==> src/rtl/rom_read_arbiter.sv <==
// Round-robin arbiter sharing one registered-address, 1-cycle-latency ROM between two
// Avalon-MM-style read ports. One read in flight at a time: accept, issue, capture.
module rom_read_arbiter #(
  parameter int unsigned width   = 8,
  parameter int unsigned widthad = 8
) (
  input  logic               clk,
  input  logic               rst,
  input  logic [widthad-1:0] a_address,
  input  logic               a_read,
  output logic               a_waitrequest,
  output logic [width-1:0]   a_readdata,
  output logic               a_readdatavalid,
  input  logic [widthad-1:0] b_address,
  input  logic               b_read,
  output logic               b_waitrequest,
  output logic [width-1:0]   b_readdata,
  output logic               b_readdatavalid,
  output logic [widthad-1:0] rom_addr,
  input  logic [width-1:0]   rom_q
);

  typedef enum logic [1:0] {StIdle, StIssue, StCapture} state_e;

  state_e state_q, state_d;
  logic   last_b_q, last_b_d;   // 1 when port b holds the most recent grant
  logic   owner_b_q, owner_b_d; // port that owns the read in flight
  logic   grant_a, grant_b;

  always_comb begin
    state_d   = state_q;
    last_b_d  = last_b_q;
    owner_b_d = owner_b_q;
    grant_a   = 1'b0;
    grant_b   = 1'b0;
    unique case (state_q)
      StIdle: begin
        // On a tie, the port that did not win last time gets the grant.
        if (a_read && (!b_read || last_b_q)) begin
          grant_a = 1'b1;
        end else if (b_read) begin
          grant_b = 1'b1;
        end
        if (grant_a || grant_b) begin
          state_d   = StIssue;
          owner_b_d = grant_b;
          last_b_d  = grant_b;
        end
      end
      StIssue:   state_d = StCapture;
      StCapture: state_d = StIdle;
      default:   state_d = StIdle;
    endcase
  end

  assign a_waitrequest = rst | ~grant_a;
  assign b_waitrequest = rst | ~grant_b;

  always_ff @(posedge clk or posedge rst) begin
    if (rst) begin
      state_q   <= StIdle;
      last_b_q  <= 1'b1;
      owner_b_q <= 1'b0;
    end else begin
      state_q   <= state_d;
      last_b_q  <= last_b_d;
      owner_b_q <= owner_b_d;
    end
  end

  always_ff @(posedge clk or posedge rst) begin
    if (rst) begin
      rom_addr <= '0;
    end else if (grant_a) begin
      rom_addr <= a_address;
    end else if (grant_b) begin
      rom_addr <= b_address;
    end
  end

  // Read data holds after the pulse; only the owner's data register is written.
  always_ff @(posedge clk or posedge rst) begin
    if (rst) begin
      a_readdata      <= '0;
      b_readdata      <= '0;
      a_readdatavalid <= 1'b0;
      b_readdatavalid <= 1'b0;
    end else begin
      a_readdatavalid <= (state_q == StCapture) && !owner_b_q;
      b_readdatavalid <= (state_q == StCapture) && owner_b_q;
      if (state_q == StCapture) begin
        if (owner_b_q) begin
          b_readdata <= rom_q;
        end else begin
          a_readdata <= rom_q;
        end
      end
    end
  end

endmodule
==> config.mk <==
export PLATFORM = sky130hd
export DESIGN_NAME = rom_read_arbiter
export DESIGN_NICKNAME = d
export VERILOG_FILES = /design/src/rtl/rom_read_arbiter.sv
export SDC_FILE = /design/constraint.sdc
export NUM_CORES = 1
export LEC_CHECK = 0
export ABC_AREA = 1
export CORE_MARGIN = 3
export CORE_UTILIZATION = 45
export DETAILED_ROUTE_END_ITERATION = 8
export PLACE_DENSITY_LB_ADDON = 0.05
export SYNTH_ARGS = -nofsm -noshare
export SYNTH_HDL_FRONTEND = slang
export SYNTH_SLANG_ARGS = --single-unit
==> constraint.sdc <==
create_clock -name clk -period 3.7 [get_ports clk]
set_input_delay 0.555 -clock clk [delete_from_list [all_inputs] [get_ports clk]]
set_output_delay 0.555 -clock clk [all_outputs]
set_load 0.005 [all_outputs]
* Yosys cells after proc, flatten, opt, wreduce, memory -nomap -nowiden
Cells that the tools add are included.
Word-level totals: bits of input ports 28, bits in registers 30, output and inout port bits 28
Cells by class: bitwise gates (word level) 5, eq/ne operators 3, reduce and logical (&&, ||, !) cells 12, muxes and demuxes 11
Operator list (count):
- two-way mux 8 bit | 2
- two-way mux 1 bit | 7
- AND reduction 2 bit | 3
- one-hot mux 2 bit (2 select lines) | 1
- logical AND 1 bit | 3
- NOT 1 bit | 3
- == test 2 x 1 -> 1 bit, second input constant | 1
- == test 2 bit, second input constant | 1
- zero test 1 bit | 2
- zero test 2 bit | 1
- logical OR 1 bit | 2
- two-way mux 2 bit | 1
- != test 2 bit, second input constant | 1
- OR 1 bit | 2
- nonzero test 2 bit | 1

* Longest topological paths before layout
depth after elaboration 8, gate-level depth with buffers 6, depth with buffers taken out 6

* Worst setup path before layout
Ideal clock, no wire load.
kind input-to-output, from input port rst, to output port a_waitrequest, slack 1.733 ns, buffers on the path 0, cell stages on the path 2, data required time 3.145 ns, arrival time 1.412 ns, cell sequence inv_1 > nand4_1
Between the ends: longest elaborated chain between the ends 1
RTL lines:
- start, declared | line 8 | input logic rst,
- OR 1 bit | line 56 | assign a_waitrequest = rst | ~grant_a;
- end, declared | line 11 | output logic a_waitrequest,
No other way between the ends.

* Worst setup path in the final report
from input port b_read, to output port b_waitrequest
Between the ends: longest elaborated chain between the ends 8, elaborated cells between the ends (all ways) 9, classes of those cells 4 x mux; 2 x bitwise; 3 x reduce/logical
RTL lines:
- start, declared | line 15 | input logic b_read,
- zero test 1 bit | line 39 | if (a_read && (!b_read || last_b_q)) begin
- logical OR 1 bit | line 39
- logical AND 1 bit | line 39
- two-way mux 1 bit (*) | line 39
- two-way mux 1 bit (*) (2 in series) | line 36 | unique case (state_q)
- NOT 1 bit (*) | line 57 | assign b_waitrequest = rst | ~grant_b;
- OR 1 bit (*) | line 57
- end, declared | line 16 | output logic b_waitrequest,
Every way passes the cells marked *; elsewhere a longest branch is shown, timed or not. The select of a mux whose other input is x is not followed.

==> results.md <==
- Run status: finished, final reports clean
- Switching Power: 0.524 mW
- Ys Warns: 0
- Std cell rows: 18
- Overflow after GRT: 0
- Startpoint Class: input port
- Critical path peak fanout: 11
- Req. time, crit path: 3.14 ns
- Reg2reg path depth: 5
- Gate power share: 47.2%
- Fin crit period: 2.83 ns
- CTS Buf Count: 5
- Total GRT Usage: 18.3%
- Internal power: approximately 0.96 mW
- Maximum vdd drop: 0.000515 V
- Synth Register Bits: 30
- Least-Margin Pin Slew: 0.442 ns
- # DRC: 0
- Drt total wl: approximately 3200 um
- Reg-to-reg critical path endpoint: rom_addr[5]
- Post-route ant nets: 0
- CTS tree: built
- Final Power: 1.48 mW
- Hold Path Class: input port to async pin
- Vias per cell: roughly 5
- Pin count of the biggest net entering global routing: 20
- Kind of critical path: input port to output port
- Post-Syn Area: 0.00131 mm2
- Most common library cell in the layout ignoring fill and taps: clkdlybuf4s50_1
- Fin util: 74.5%
- DR vias: 1211
- Root Driver: clkbuf_4
- CTS Hold Buffers Added: 0
- Most frequent cells in the layout: 55 x clkdlybuf4s50_1, 51 x nand2_1, 29 x dfrtp_1
- Routability Congestion: 0.852
- Ports: 56
- DP HPWL: 2440 um
- Final hold violation count: 0
- Clk network pwr share: 13.3%
- Register area: 752 um2
- Initial antenna violation count: 0
- Post-CTS Repair Setup Buffers: 0
- CTS H-tree depth: 2
- Setup TNS: 0 ns
- Proportion of layout cells with a drive suffix above 1: about 7.5%
- Wirelength per Cell: approximately 13 um
- Reg2Reg Setup Slack: 2.29 ns
- Setup Viol. Count Final: 0
- RSZ-0062 raised after global routing: false
- Sw frac: 35.4%
- Tcrit/Tclk final: between 70 and 80%
- Fillers: 210
- Syn Inst Count: about 150
- Post-CTS resize count: 0
- Area fraction of the dominant cell type after synthesis: a little under three fifths
- Number of I/O port buffers: 55
- Worst skew pair latency: 0.31 ns
- Synth area leader: dfrtp_1
- Reg2reg start: state_q[1]
- Initial drt markers: 75
- Sink Count: 30
- Synth unique cells: 16
- Die ar.: 0.00360 mm2
- CP Capture Type: output port
- First-pass GRT wire length: just under 5000 um
- Layout area overhead: 48.2%
- Initial Util: 50.2%
- Power density cells: 760 mW/mm2
- Die H: 60.0 um
- Max-cap viol count: 0
- Slew Limit Fails: 0
- Inserted Diodes: 0
- Register clock-pin slew on the reported worst setup and hold paths: 0.09 ns
- Net count, final: 239
- Seq pwr share: around 40%
- DRT Pass-1 Iters: 4
- Top post-synthesis cells by area: dfrtp_1 55%, nand2_1 15%, o21ai_1 6.9%
- Leak: 0.977 nW
- Max Buffers Root-to-Sink: 2
- Avg Cell Area, Syn: 8.58 um2
- Multi-input gate area: 444 um2
- CP arrival: 2.28 ns
- Die width: about 60 um
- Setup Skew: 0.00510 ns
- Post-synthesis sequential area ratio: 57.3%
- Max-slew headroom: between 70% and 80%
- Vias in the first global route: 1159
- CORE AREA: about 0.0026 mm2
- Synth Net Count: between 150 and 200
- FMAX: 353 MHz
[worst max path at each step]
stage / to / depth (start not counted) / from
final: b_waitrequest / 5 / b_read
after global routing: b_waitrequest / 5 / b_read
after CTS: b_waitrequest / 5 / b_read
after detailed placement: b_waitrequest / 5 / b_read
after global placement: b_waitrequest / 5 / b_read
after floorplan: a_waitrequest / 2 / rst
[metal layers]
metal / vias up / global-route usage, % / wire length (um)
li1: 601 / - / -
met1: 554 / 19.8 / 1260
met2: 48 / 34.7 / 1610
met3: 8 / 4.75 / 260
met4: 0 / 5.06 / 48
met5: - / 0 / 0
[final cells by class]
class / instances / area share, %
Multi-Input combinational cell: 94 / 22.8
Clock inverter: 1 / 0.257
Clock buffer: 7 / 2.83
Tap cell: 30 / 1.93
Timing Repair Buffer: 57 / 29.1
Inverter: 23 / 4.44
Sequential cell: 30 / 38.6
[registers in the layout, summed over array words and instances (netlist names)]
signal	flops
a_readdata	8
a_readdatavalid	1
b_readdata	8
b_readdatavalid	1
last_b_q	1
owner_b_q	1
rom_addr	8
state_q	2
[Yosys cell counts]
cell / n
buf_2: 3
buf_4: 1
clkbuf_1: 2
dfrtp_1: 29
dfstp_2: 1
inv_1: 22
inv_2: 1
nand2_1: 51
nand3_1: 9
nand3_2: 3
nand4_1: 9
nor2_1: 1
nor2_4: 1
nor3b_1: 1
o21ai_1: 18
o21ai_2: 1
[logic make-up after synthesis]
| family | after synthesis | synth area share (%) |
|---|---|---|
| simple gates | 75 | 26.3 |
| buf+inv | 29 | 8.87 |
| compound gates | 19 | 7.53 |
| flops | 30 | 57.3 |
[through the flow]
stage | instance area (um2) | setup WS [ns] | std cells | hold slack [ns]
floorplan | 1310 | 1.73 | 153 | 0.458
global placement | 1890 | 0.911 | 234 | 0.464
detailed placement | 1890 | 0.881 | 234 | 0.467
CTS | 1950 | 0.861 | 242 | 0.433
global route | 1950 | 0.756 | 242 | 0.438
finish | 1950 | 0.867 | 242 | 0.444
[worst max-delay path, cell delays in order]
cell,delay (ns)
clkdlybuf4s50_1,0.69
nand2_1,0.32
nand2_1,0.16
nand3_1,0.09
clkdlybuf4s50_1,0.46
[power groups by stage]
stage | sequential (mW) | combinational [mW] | clock, mW
global placement | 0.584 | 0.675 | 0
detailed placement | 0.592 | 0.704 | 0
CTS | 0.586 | 0.708 | 0.202
floorplan | 0.595 | 0.314 | 0
finish | 0.585 | 0.698 | 0.196
global route | 0.607 | 0.780 | 0.217
Power figures use the tool's default switching activity.
